===== config.mk =====
export PLATFORM = sky130hd
export DESIGN_NAME = pc_reg_ctrl
export DESIGN_NICKNAME = d
export VERILOG_FILES = /design/src/rtl/y86_pkg.sv /design/src/rtl/sat_counter.sv /design/src/rtl/pc_reg_ctrl.sv
export SDC_FILE = /design/constraint.sdc
export NUM_CORES = 1
export LEC_CHECK = 0
export ABC_CLOCK_PERIOD_IN_PS = 4450
export BUFFER_PORTS_ARGS = -buffer_cell sky130_fd_sc_hd__clkbuf_2
export CORE_UTILIZATION = 48
export CTS_CLUSTER_DIAMETER = 30
export DETAILED_ROUTE_END_ITERATION = 8
export MAX_ROUTING_LAYER = met4
export PLACE_DENSITY = 0.86
export SLEW_MARGIN = 15
export SYNTH_ARGS = -nofsm -noshare
export SYNTH_HDL_FRONTEND = slang
export SYNTH_HIERARCHICAL = 1
export SYNTH_SLANG_ARGS = --single-unit

===== constraint.sdc =====
create_clock -name clk -period 4.45 [get_ports clk]
set_clock_uncertainty 0.2 [all_clocks]
set_input_delay 0.445 -clock clk [delete_from_list [all_inputs] [get_ports clk]]
set_output_delay 0.445 -clock clk [all_outputs]
set_load 0.05 [all_outputs]

===== src/rtl/y86_pkg.sv =====
// y86_pkg: shared Y86-64 icode/status constants and the PC controller state type
package y86_pkg;
  localparam logic [3:0] IHALT   = 4'h0;
  localparam logic [3:0] INOP    = 4'h1;
  localparam logic [3:0] IRRMOVQ = 4'h2;
  localparam logic [3:0] IIRMOVQ = 4'h3;
  localparam logic [3:0] IRMMOVQ = 4'h4;
  localparam logic [3:0] IMRMOVQ = 4'h5;
  localparam logic [3:0] IOPQ    = 4'h6;
  localparam logic [3:0] IJXX    = 4'h7;
  localparam logic [3:0] ICALL   = 4'h8;
  localparam logic [3:0] IRET    = 4'h9;
  localparam logic [3:0] IPUSHQ  = 4'hA;
  localparam logic [3:0] IPOPQ   = 4'hB;
  localparam logic [2:0] SAOK = 3'd1;
  localparam logic [2:0] SHLT = 3'd2;
  localparam logic [2:0] SADR = 3'd3;
  localparam logic [2:0] SINS = 3'd4;
  typedef enum logic [1:0] {IDLE, RUN, HALTED, FAULT} state_t;
endpackage


===== src/rtl/sat_counter.sv =====
// sat_counter: W-bit up-counter that sticks at all-ones, sync active-high clear
module sat_counter #(
  parameter int W = 32
) (
  input  logic         clk,
  input  logic         rst,
  input  logic         inc,
  output logic [W-1:0] cnt
);
  always_ff @(posedge clk)
    cnt <= rst ? '0 : (inc && !(&cnt)) ? cnt + 1'b1 : cnt;
endmodule


===== src/rtl/pc_reg_ctrl.sv =====
// pc_reg_ctrl: SEQ Y86-64 PC register with run/halt/fault status FSM.
// Define PERF_CNT_EN to build the saturating cycle/retire counters.
module pc_reg_ctrl
  import y86_pkg::*;
#(
  parameter logic [63:0] RESET_PC = 64'h0,
  parameter int          CNT_W    = 32
) (
  input  logic             clk,
  input  logic             rst,
  input  logic             start,
  input  logic             stall,
  input  logic [63:0]      newPC,
  input  logic [3:0]       icode,
  input  logic             instr_valid,
  input  logic             imem_error,
  input  logic             dmem_error,
  output logic [63:0]      PC,
  output logic [2:0]       stat,
  output logic             running,
  output logic [CNT_W-1:0] cycle_cnt,
  output logic [CNT_W-1:0] retire_cnt
);
  state_t      state, state_n;
  logic [63:0] pc_n;
  logic [2:0]  stat_n;
  always_comb begin
    state_n = state;
    pc_n    = PC;
    stat_n  = stat;
    if (state == IDLE && start)
      state_n = RUN;
    else if (state == RUN && !stall) begin
      if (imem_error) begin
        state_n = FAULT;
        stat_n  = SADR;
      end else if (!instr_valid) begin
        state_n = FAULT;
        stat_n  = SINS;
      end else if (dmem_error) begin
        state_n = FAULT;
        stat_n  = SADR;
      end else if (icode == IHALT) begin
        state_n = HALTED;
        stat_n  = SHLT;
      end else
        pc_n = newPC;
    end
  end
  always_ff @(posedge clk) begin
    if (rst) begin
      state   <= IDLE;
      PC      <= RESET_PC;
      stat    <= SAOK;
      running <= 1'b0;
    end else begin
      state   <= state_n;
      PC      <= pc_n;
      stat    <= stat_n;
      running <= state_n == RUN;
    end
  end
`ifdef PERF_CNT_EN
  // A halt retires too, so only the fault and stall paths are excluded.
  logic retire;
  assign retire = state == RUN && !stall && !imem_error && instr_valid && !dmem_error;
  sat_counter #(.W(CNT_W)) u_cycle (.clk(clk), .rst(rst), .inc(state == RUN), .cnt(cycle_cnt));
  sat_counter #(.W(CNT_W)) u_retire (.clk(clk), .rst(rst), .inc(retire), .cnt(retire_cnt));
`else
  assign cycle_cnt  = '0;
  assign retire_cnt = '0;
`endif
endmodule


# --- Yosys cells after proc, flatten, opt, wreduce, memory -nomap -nowiden ---
# Cells that the tools add are included.
totals:
  reg_bits: 70
  inputBits: 75
  elab_cells: 28
classes:
  n_eq_ne: 3
  n_mux: 10
  n_bitwise: 4
  reduce_logical: 7
op_table:
  columns: ["op", "count"]
  rows:
  - ["$mux 2", 6]
  - ["$mux 3", 4]
  - ["$reduce_and 6->1", 1]
  - ["$eq 2x1->1 const B", 2]
  - ["$logic_not 4->1", 1]
  - ["$ne 4x1->1 const B", 1]
  - ["$not 1->1", 4]
  - ["$reduce_and 3->1", 1]
  - ["$logic_and 1x1->1", 2]
  - ["$logic_not 2->1", 1]
  - ["$logic_not 1->1", 1]

# --- Depth between registers and ports, before layout ---
# Gate-level depths: netlist of run 1.
logic_depth:
  depth_word: 8
  depth_mapped: 5

# --- Least setup slack after synthesis of run 1 ---
# Ideal clock, no wire load.
synth_timing:
  kind: "input port to flip-flop"
  start: "in dmem_error"
  end: "reg PC[0]"
  setup_time_ps: 72
  arrival_ps: 1541
  path_slack_ps: 2638
  cell_stages: 5
  path_buffers: 2
  cell_sequence: "or3b_1 nor3_2 buf_6 buf_12 mux2i_1"
synth_via:
  elab_chain_cells: 2
synth_rtl:
  columns: ["item", "line", "text"]
  rows:
  - ["start, declared", "pc_reg_ctrl.sv:17", "input logic dmem_error,"]
  - ["$not 1->1 (no source line)", null, null]
  - ["$reduce_and 6->1 (no source line)", null, null]
  - ["end signal, assigned", "pc_reg_ctrl.sv:58", "PC <= pc_n;"]
  - ["end, declared", "pc_reg_ctrl.sv:18", "output logic [63:0] PC,"]
# No other way between the ends.
# A chain may end at the register's enable or synchronous reset.

# --- Final worst setup path of run 1 ---
layout_timing:
  start: "reg state[0]"
  end: "reg PC[14]"
layout_via:
  elab_chain_cells: 4
layout_rtl:
  columns: ["item", "line", "text"]
  rows:
  - ["start, declared", "pc_reg_ctrl.sv:24", "state_t state, state_n;"]
  - ["start signal, assigned", "pc_reg_ctrl.sv:57", "state <= state_n;"]
  - ["$logic_not 2->1", "pc_reg_ctrl.sv:31", "if (state == IDLE && start)"]
  - ["$logic_and 1x1->1", "pc_reg_ctrl.sv:31", null]
  - ["$not 1->1 (no source line)", null, null]
  - ["$reduce_and 6->1 (no source line) (*)", null, null]
# Mark *: on every way between the ends. The rest lies on a longest branch, timed or not.

==> results of run 1 <==
## synthesized netlist by cell type, drive strengths merged (2+ instances only)
cell type and instances:
nand2b 129, buf 71, dfxtp 70, mux2i 65, clkbuf 15, nor3 3, a211oi 2, inv 2
nor2 2, o21bai 2, or3b 2
## path summary, 6_finish.rpt
| path | start | to | depth (start not counted) |
|---|---|---|---|
| worst max-delay path | state[0] | PC[14] | 4 |
| worst min-delay path | newPC[36] | PC[36] | 3 |
| worst max register to register | state[0] | PC[14] | 4 |
| worst min register to register | stat[1] | stat[1] | 2 |
## flip-flops by register name (all words and copies together), names as in the netlist
register	cells
PC	64
running	1
stat	3
state	2
## report_power, final
group          switching [uW]  internal (uW)
Combinational             185           63.1
Sequential               5.11            635
Clock                     213            198
Total                     403            896
## stage by stage
stage | instance area [sq um] | std cells | power (uW) | utilization [%]
floorplan | 3920 | 434 | 900 | -
CTS | 4270 | 608 | 1320 | 58.3
detailed placement | 4120 | 593 | 903 | 56.2
global placement | 4120 | 593 | 900 | 56.2
finish | 4270 | 608 | 1300 | 58.3
global route | 4270 | 608 | 1370 | 58.3
## logic make-up (layout without fill, tap and decap cells)
kind of cell / after synthesis / in the layout / share of synthesized area [%]
mux: 65 / 65 / 17.7
buf+inv: 88 / 163 / 18.3
flops: 70 / 70 / 38.0
compound gates: 8 / 8 / 1.63
simple gates: 139 / 139 / 24.2
other cells: 1 / 64 / 0.102
## per-layer routing
metal	share of wire, %	up-vias
met3	6.7	6
li1	-	1321
met5	0	-
met1	41	1193
met2	51	116
met4	1.0	0
## critical path, stage by stage (launching register included)
cell and delay, ns:
dfxtp_1 0.37, or3b_4 0.43, nor3_4 0.18, buf_4 0.54
mux2i_1 0.26
## final cells by class
type                       count  area, sq um  share of cell area (%)
clock inverter                 2         10.0                   0.234
clock buffer                  13          139                    3.25
sequential                    70         1400                    32.8
multi-input combinational    276         1850                    43.3
timing repair buffer         146          741                    17.3
inverter                       2         7.51                   0.176
tap                           99          124                    2.90
==> metrics.cfg, run 1 <==
[outcome]
status = finished clean

[finish]
layout-drive-gt1-share_pct = 31.8
areaGrowthSynthToFinish_pct = 16.0
diodes = 0
fin_nets = 580
final_common_cell = clkbuf_2
final_cell_mix = 142 x clkbuf_2, 129 x nand2b_1, 70 x dfxtp_1, 65 x mux2i_1, 64 x conb_1
n_fill_cell = 673

[global_routing]
grt_pass1_wl_mm = 9.74
met1_usage_pct = 17.3
gr-total-overflow = 0
first_global_vias = 2311
track_usage_pct = 16.4
grt_util_met2_pct = 28.7
grt_max_degree = 84
grt_busiest_layer = met2
grtUsageMet3_pct = 4.48
antenna_found_initial = 0

[sta]
worst_pin_slew_ns = 1.06
fin_setup_tns_ns = 0
timing_hold_violations_final = 0
rsz0062_at_grt = no
setup_viol = 0
holdWs_ns = 0.153
fin_crit_ns = 2.10
max_freq_ghz = 0.476
layout_setup_ws_ns = 2.35
slew_headroom_pct = 29.6
slew_viol_final = 0
period_share_pct = 47.2

[power]
power_density_nw_per_um2 = 304
power_leakage_uw = 0.00191
ir_drop_uv = 171

[route]
drt_pass1_iterations = 4
ant_nets = 0
drc = 0
drt_iter0_drc = 73
routed_wl_mm = 6.62
route.vias.total = 2636
wl_per_cell_um = 10.9
viasPerCell = 4.34

[yosys]
syn_avg_cell_area_sq_um = 9.93
synth_top_cell_by_area = dfxtp_1
syn-cell-area_sq_um = 3680
yosysTopAreaCellShare_pct = 38.0
synth_cell_type_count = 24
synth-async-reset-ratio_pct = 0
postSynthCellCount = 371
ys_seq_elements = 70
synth_area_leaders = dfxtp_1 38%, nand2b_1 22%, mux2i_1 18%
yosysSeqAreaShare_pct = 38.0
synth-edff-count = 0
yosys_warnings = 6
ys.flop_type = dfxtp_1

[floorplan]
die_area_sq_um = 8030
die_h_um = 89.6
start_util_pct = 50.2
die_width_um = 89.6
io_pins = 207
rows = 31
core_area_sq_um = 7330

[job]
maxCapViolCount = 0

[clock_network]
cts_sinks = 70
cts.repair.resized = 0
path_clk_slew_ns = 0.07
numCtsBuffers = 9
insertion_delay_ns = 0.33
holdBufCountCts = 0
clockBufferDepth = 2
ctsHtreeMaxLevel = 3
postCtsSetupRepairBufs = 0
cts-root-buf = clkbuf_8
tritoncts = done

[setup_path]
path_max_fanout = 39
rrSetupSlack_ns = 2.35
required_ns = 4.50
start_kind = flip-flop
cp-end-kind = flip-flop
cp.arrival_ns = 2.15
crit_type = flip-flop to flip-flop

[placed_design]
dpl.hpwl_mm = 4.92
port_buffers = 142
gp_congestion = 0.731
dp_slack_ns = 2.15

[hold_path]
hold_class = input port to flip-flop

Power figures use the tool's default switching activity.
==> inputs of run 2 (changes only) <==
- ABC_CLOCK_PERIOD_IN_PS: 4450 -> 2100
- CORE_UTILIZATION: 48 -> 45
- PLACE_DENSITY: 0.86 -> 0.81
- clock period: 4.45 -> 2.1 ns (I/O delays scaled with it)
==> run 2 against run 1 <==
Cell count rose by 12%. Wire length rose by 27%. Global-route usage rose by 3.6 points. Hold slack got worse by 0.13 ns. Worst setup slack got worse by 2.3 ns. Power rose by 130%. Sequential power rose by 110%. Die area rose by 6.5%. First-iteration DRC count rose by 22%. Via count rose by 12%. Non-clock buffer count rose by 72. Critical path depth rose by 3. Largest power group unchanged.
==> metrics.cfg, run 2 (synthesized netlist as in run 1, its figures left out) <==
[floorplan]
die_width_um = 92.5  ; +3.2%
die_area_sq_um = 8550  ; +6.5%
core_area_sq_um = 7810  ; +6.5%
rows = 32  ; +3.2%
die_h_um = 92.5  ; +3.2%
start_util_pct = 47.2  ; -3.1 points
io_pins = 207  ; unchanged

[power]
power_leakage_uw = 0.00224  ; +18%
ir_drop_uv = 349  ; +100%
power_density_nw_per_um2 = 579  ; +90%

[sta]
holdWs_ns = 0.0267  ; -0.126 ns
fin_setup_tns_ns = 0  ; unchanged
setup_viol = 0  ; unchanged
period_share_pct = 97.6
rsz0062_at_grt = no
timing_hold_violations_final = 0  ; unchanged
fin_crit_ns = 2.05
slew_viol_final = 0  ; unchanged
max_freq_ghz = 0.488

[route]
wl_per_cell_um = 12.3  ; +13%
routed_wl_mm = 8.43  ; +27%
ant_nets = 0  ; unchanged
drt_iter0_drc = 89  ; +22%
route.vias.total = 2953  ; +12%
viasPerCell = 4.32  ; -0.28%
drt_pass1_iterations = 4  ; unchanged
drc = 0  ; unchanged

[clock_network]
cts_sinks = 70  ; unchanged
ctsHtreeMaxLevel = 3  ; unchanged
path_clk_slew_ns = 0.06  ; about the same
numCtsBuffers = 9  ; unchanged
insertion_delay_ns = 0.32  ; about the same
tritoncts = done
cts-root-buf = clkbuf_8
clockBufferDepth = 2  ; unchanged

[global_routing]
track_usage_pct = 20.0  ; +3.6 points
grt_max_degree = 63  ; -25%
gr-total-overflow = 0  ; unchanged
antenna_found_initial = 0  ; unchanged
grt_pass1_wl_mm = 13.2  ; +35%
first_global_vias = 2914  ; +26%

[setup_path]
crit_path_top_delay_cell = dlygate4sd3_1
cp_slowest_stage_delay_ns = 0.54  ; about the same
cp.arrival_ns = 2.09  ; -0.06 ns
cp_common_cell = buf_12
path_cells = dlygate4sd3_1 > clkbuf_2 > or3b_4 > nor3_4 > buf_12 > buf_12 > mux2i_1
r2r_end = PC[31]
path_max_fanout = 27  ; -31%
reg2reg_from = state[1]
crit_type = input port to flip-flop
reg2reg_depth = 6  ; +2
rrSetupSlack_ns = 0.18  ; -2.17 ns
cp-end-kind = flip-flop
start_kind = input port
required_ns = 2.14  ; -2.36 ns

[finish]
final_cell_mix = 142 x clkbuf_2, 129 x nand2b_1, 68 x dfxtp_1, 67 x dlygate4sd3_1, 65 x mux2i_1
areaGrowthSynthToFinish_pct = 37.8
fin_nets = 652  ; +12%
utilization_pct = 65.0  ; +6.7 points
top_regs = PC x64, stat x3, state x2
largest_reg_flops = 64  ; unchanged
diodes = 0  ; unchanged
regMostFlops = PC
layout.cells.non_filler = 683  ; +12%
final_common_cell = clkbuf_2
layout-drive-gt1-share_pct = 29.4  ; -2.4 points

[placed_design]
gp_congestion = 0.715  ; -2.1%
port_buffers = 142  ; unchanged
dp.cells = 597  ; +0.67%
dpl.hpwl_mm = 5.03  ; +2.3%

[hold_path]
hold-path-cell-count = 3  ; unchanged
hold_class = input port to flip-flop
hp-start = icode[2]
whs_endpoint = state[0]

[job]
maxCapViolCount = 0  ; unchanged

[outcome]
status = finished clean

## run 2: cell types whose count changed in the layout (fill, tap and decap cells not counted), sizes merged
cell,change
clkinv,-1
buf,+4
dlygate4sd3,+67
clkbuf,+2
## run 2: where the power goes
group | internal, uW | switching, uW
clock | 487 | 447
sequential | 1350 | 10.3
combinational | 223 | 425
total | 2060 | 882
## run 2: timing repair
item                       CTS  global route
setup buffers                0             3
hold endpoints to repair    66             0
resized for setup            0             3
hold buffers                68             0
setup endpoints to repair    0            41
## run 2: layout make-up
class | instances | area, sq um
clock buffers | 14 | 163
repair buffers | 218 | 1520
inverters | 2 | 7.51
multi-input cells | 276 | 1850
clock inverters | 1 | 5.00
flip-flops and latches | 70 | 1400
fillers | 619 | 2730
well taps | 102 | 128
## run 2: per-layer routing
layer | GRT usage, % | share of wire, % | vias up
met5 | - | 0 | -
met4 | 8.33 | 0.87 | 0
met3 | 4.27 | 5.9 | 8
met2 | 37.3 | 54 | 123
met1 | 19.9 | 39 | 1351
li1 | - | - | 1471
## run 2: worst max path at each step
stage                    to       start  cells after the start  slack (ns)
floorplan             PC[0]    state[1]                      5        0.41
global route         PC[52]  dmem_error                      7        0.01
detailed placement    PC[1]    state[1]                      4        0.22
global placement     PC[55]    state[1]                      4        0.30
finish               PC[31]  dmem_error                      7        0.05
CTS                 stat[2]    state[1]                      4        0.03
## run 2: stage by stage
stage                     cell area (sq um)  setup slack (ns)  total power (uW)
after floorplan                        3920             0.414              1910
after global placement                 4170             0.303              1910
after detailed placement               4170             0.223              1920
after CTS                              5020            0.0335              2960
after global routing                   5070            0.0106              3070
final                                  5070            0.0496              2940
## run 2: critical path, delay by kind of cell
| kind | cells | cell delay, ns |
|---|---|---|
| multiplexers | 1 | 0.23 |
| AND/OR/NAND/NOR | 2 | 0.64 |
| buffers and inverters | 4 | 0.99 |
==> inputs of run 3 (changes only) <==
- CORE_MARGIN: not set -> 2
- SYNTH_HIERARCHICAL: 1 -> not set
==> run 3 against run 2 <==
Clock power fell by 2.9%. Sequential power hardly changed. Flip-flop and latch count stayed put. Non-clock buffer count fell by 2. Power down 1.2%. Largest cell class unchanged.
==> metrics.cfg, run 3 <==
[outcome]
status = finished clean

[clock_network]
cts-root-buf = clkbuf_8
clockBufferDepth = 2  ; unchanged
ctsHtreeMaxLevel = 3  ; unchanged
tritoncts = done
numCtsBuffers = 9  ; unchanged
cts_sinks = 70  ; unchanged
insertion_delay_ns = 0.32  ; about the same
path_clk_slew_ns = 0.07  ; about the same

[sta]
timing_hold_violations_final = 0  ; unchanged
layout_setup_ws_ns = 0.0484  ; -0.00120 ns
setup_viol = 0  ; unchanged
max_freq_ghz = 0.487  ; about the same
slew_viol_final = 0  ; unchanged
period_share_pct = 97.7  ; about the same
fin_crit_ns = 2.05  ; +0.00120 ns
fin_setup_tns_ns = 0  ; unchanged
rsz0062_at_grt = no

[setup_path]
cp.arrival_ns = 2.10  ; about the same
crit_type = input port to flip-flop
required_ns = 2.15  ; about the same
path_max_fanout = 26  ; -3.7%
cp-end-kind = flip-flop
start_kind = input port

[yosys]
synth_top_cell_by_area = dfxtp_1
synthTopCellsByCount = 129 x nand2b_1, 70 x dfxtp_1, 65 x mux2i_1
syn-cell-area_sq_um = 3680  ; unchanged
ys_seq_elements = 70  ; unchanged
yosys_warnings = 0  ; -6
ys.flop_type = dfxtp_1
synth.most_common_cell = nand2b_1
yosysTopAreaCellShare_pct = 38.0  ; unchanged
synth_cell_type_count = 24  ; unchanged
postSynthCellCount = 371  ; unchanged
synth_area_leaders = dfxtp_1 38%, nand2b_1 22%, mux2i_1 18%
synth-async-reset-ratio_pct = 0  ; unchanged
syn_avg_cell_area_sq_um = 9.93  ; unchanged
yosysSeqAreaShare_pct = 38.0  ; unchanged
synth-edff-count = 0  ; unchanged

[floorplan]
die_h_um = 94.5  ; +2.2%
core_area_sq_um = 7850  ; +0.51%
rows = 32  ; unchanged
io_pins = 207  ; unchanged
die_width_um = 94.5  ; +2.2%
start_util_pct = 46.9  ; -0.24 points
die_area_sq_um = 8930  ; +4.4%

[route]
route.vias.total = 2923  ; -1.0%
viasPerCell = 4.30  ; -0.58%
ant_nets = 0  ; unchanged
wl_per_cell_um = 12.5  ; +1.2%
drt_pass1_iterations = 4  ; unchanged
drc = 0  ; unchanged
routed_wl_mm = 8.50  ; +0.78%
drt_iter0_drc = 50  ; -44%

[finish]
layout-drive-gt1-share_pct = 29.1  ; -0.37 points
top_regs = PC x64, stat x3, state x2
n_fill_cell = 636  ; +2.7%
multi_input_comb_area_sq_um = 1850  ; unchanged
largest_reg_flops = 64  ; unchanged
final_cell_mix = 142 x clkbuf_2, 129 x nand2b_1, 70 x dfxtp_1, 66 x dlygate4sd3_1, 65 x mux2i_1
fin_nets = 650  ; -0.31%
diodes = 0  ; unchanged
regArea_sq_um = 1400  ; -0.18%
final_common_cell = clkbuf_2
regMostFlops = PC
areaGrowthSynthToFinish_pct = 36.5

[global_routing]
grt_pass1_wl_mm = 12.9  ; -2.2%
gr-total-overflow = 0  ; unchanged
grt_max_degree = 58  ; -7.9%
first_global_vias = 2822  ; -3.2%
track_usage_pct = 18.8  ; -1.2 points
antenna_found_initial = 0  ; unchanged

[job]
maxCapViolCount = 0  ; unchanged

[placed_design]
dpl.hpwl_mm = 5.35  ; +6.4%
dp_slack_ns = 0.213  ; -0.0109 ns
gp_congestion = 0.757  ; +5.9%
port_buffers = 142  ; unchanged

[hold_path]
hold_class = input port to flip-flop

[power]
power_leakage_uw = 0.00223  ; -0.68%
power_density_nw_per_um2 = 577  ; -0.29%
ir_drop_uv = 308  ; -12%

[run 3: cell count changes in the layout (fill, tap and decap cells not counted)]
cell	previous run	this run
dfxtp_1	68	70
buf_12	4	3
clkbuf_8	11	10
dlygate4sd3_1	67	66
clkbuf_1	3	2
clkinv_2	1	2
dfxtp_2	2	0
[run 3: final cells by class]
cell class,instances,area share [%]
clock buffers,12,2.89
clock inverters,2,0.199
inverters,2,0.149
multi-input cells,276,36.8
flip-flops and latches,70,27.9
well taps,102,2.54
repair buffers,216,29.6
[run 3: critical path, stage by stage]
cell and delay [ns]:
dlygate4sd3_1 0.53, clkbuf_2 0.11, or3b_4 0.43, nor3_4 0.19, buf_4 0.16, buf_12 0.20, mux2i_1 0.23
[run 3: per-layer routing]
metal	track usage, %	vias to the layer above	wire length, um
li1	-	1467	-
met1	19.7	1317	3370
met2	34.1	126	4460
met3	4.31	13	533
met4	7.37	0	127
met5	-	-	0
[run 3: where the power goes]
group          switching [uW]  leakage, uW  internal (uW)
Combinational             422      0.00158            219
Clock                     462    0.0000821            445
Sequential               10.3     0.000565           1350
Total                     894      0.00223           2010
[run 3: repair_timing]
action | 4_1_cts | 5_1_grt
setup endpoints to repair | 0 | 19
resized for setup | 0 | 1
hold endpoints to repair | 65 | 0
buffers inserted | 0 | 2
hold buffers | 66 | 0
[run 3: final timing paths]
| path | start | end | slack, ns | cells after the start |
|---|---|---|---|---|
| worst min-delay path | instr_valid | stat[2] | 0.06 | 3 |
| worst min register to register | PC[23] | PC[23] | 0.27 | 2 |
| worst max-delay path | dmem_error | PC[48] | 0.05 | 7 |
| worst max register to register | state[1] | PC[48] | 0.28 | 5 |
[run 3: kinds of logic (layout without fill, tap and decap cells)]
logic type	Yosys count	after routing	synth area share, %
other cells	1	64	0.102
mux	65	65	17.7
buf+inv	88	232	18.3
compound gates	8	8	1.63
simple gates	139	139	24.2
flops	70	70	38.0
[run 3: through the flow]
step / hold slack, ns / util [%] / total power [uW] / std cells / instance area (sq um)
2_1_floorplan: 0.165 / - / 1910 / 434 / 3920
3_3_place_gp: 0.243 / 53.2 / 1910 / 597 / 4170
3_5_place_dp: 0.263 / 53.2 / 1920 / 597 / 4170
4_1_cts: 0.00368 / 63.6 / 2930 / 677 / 4990
5_1_grt: 0.0533 / 64.1 / 3040 / 680 / 5030
6_report: 0.0556 / 64.1 / 2900 / 680 / 5030
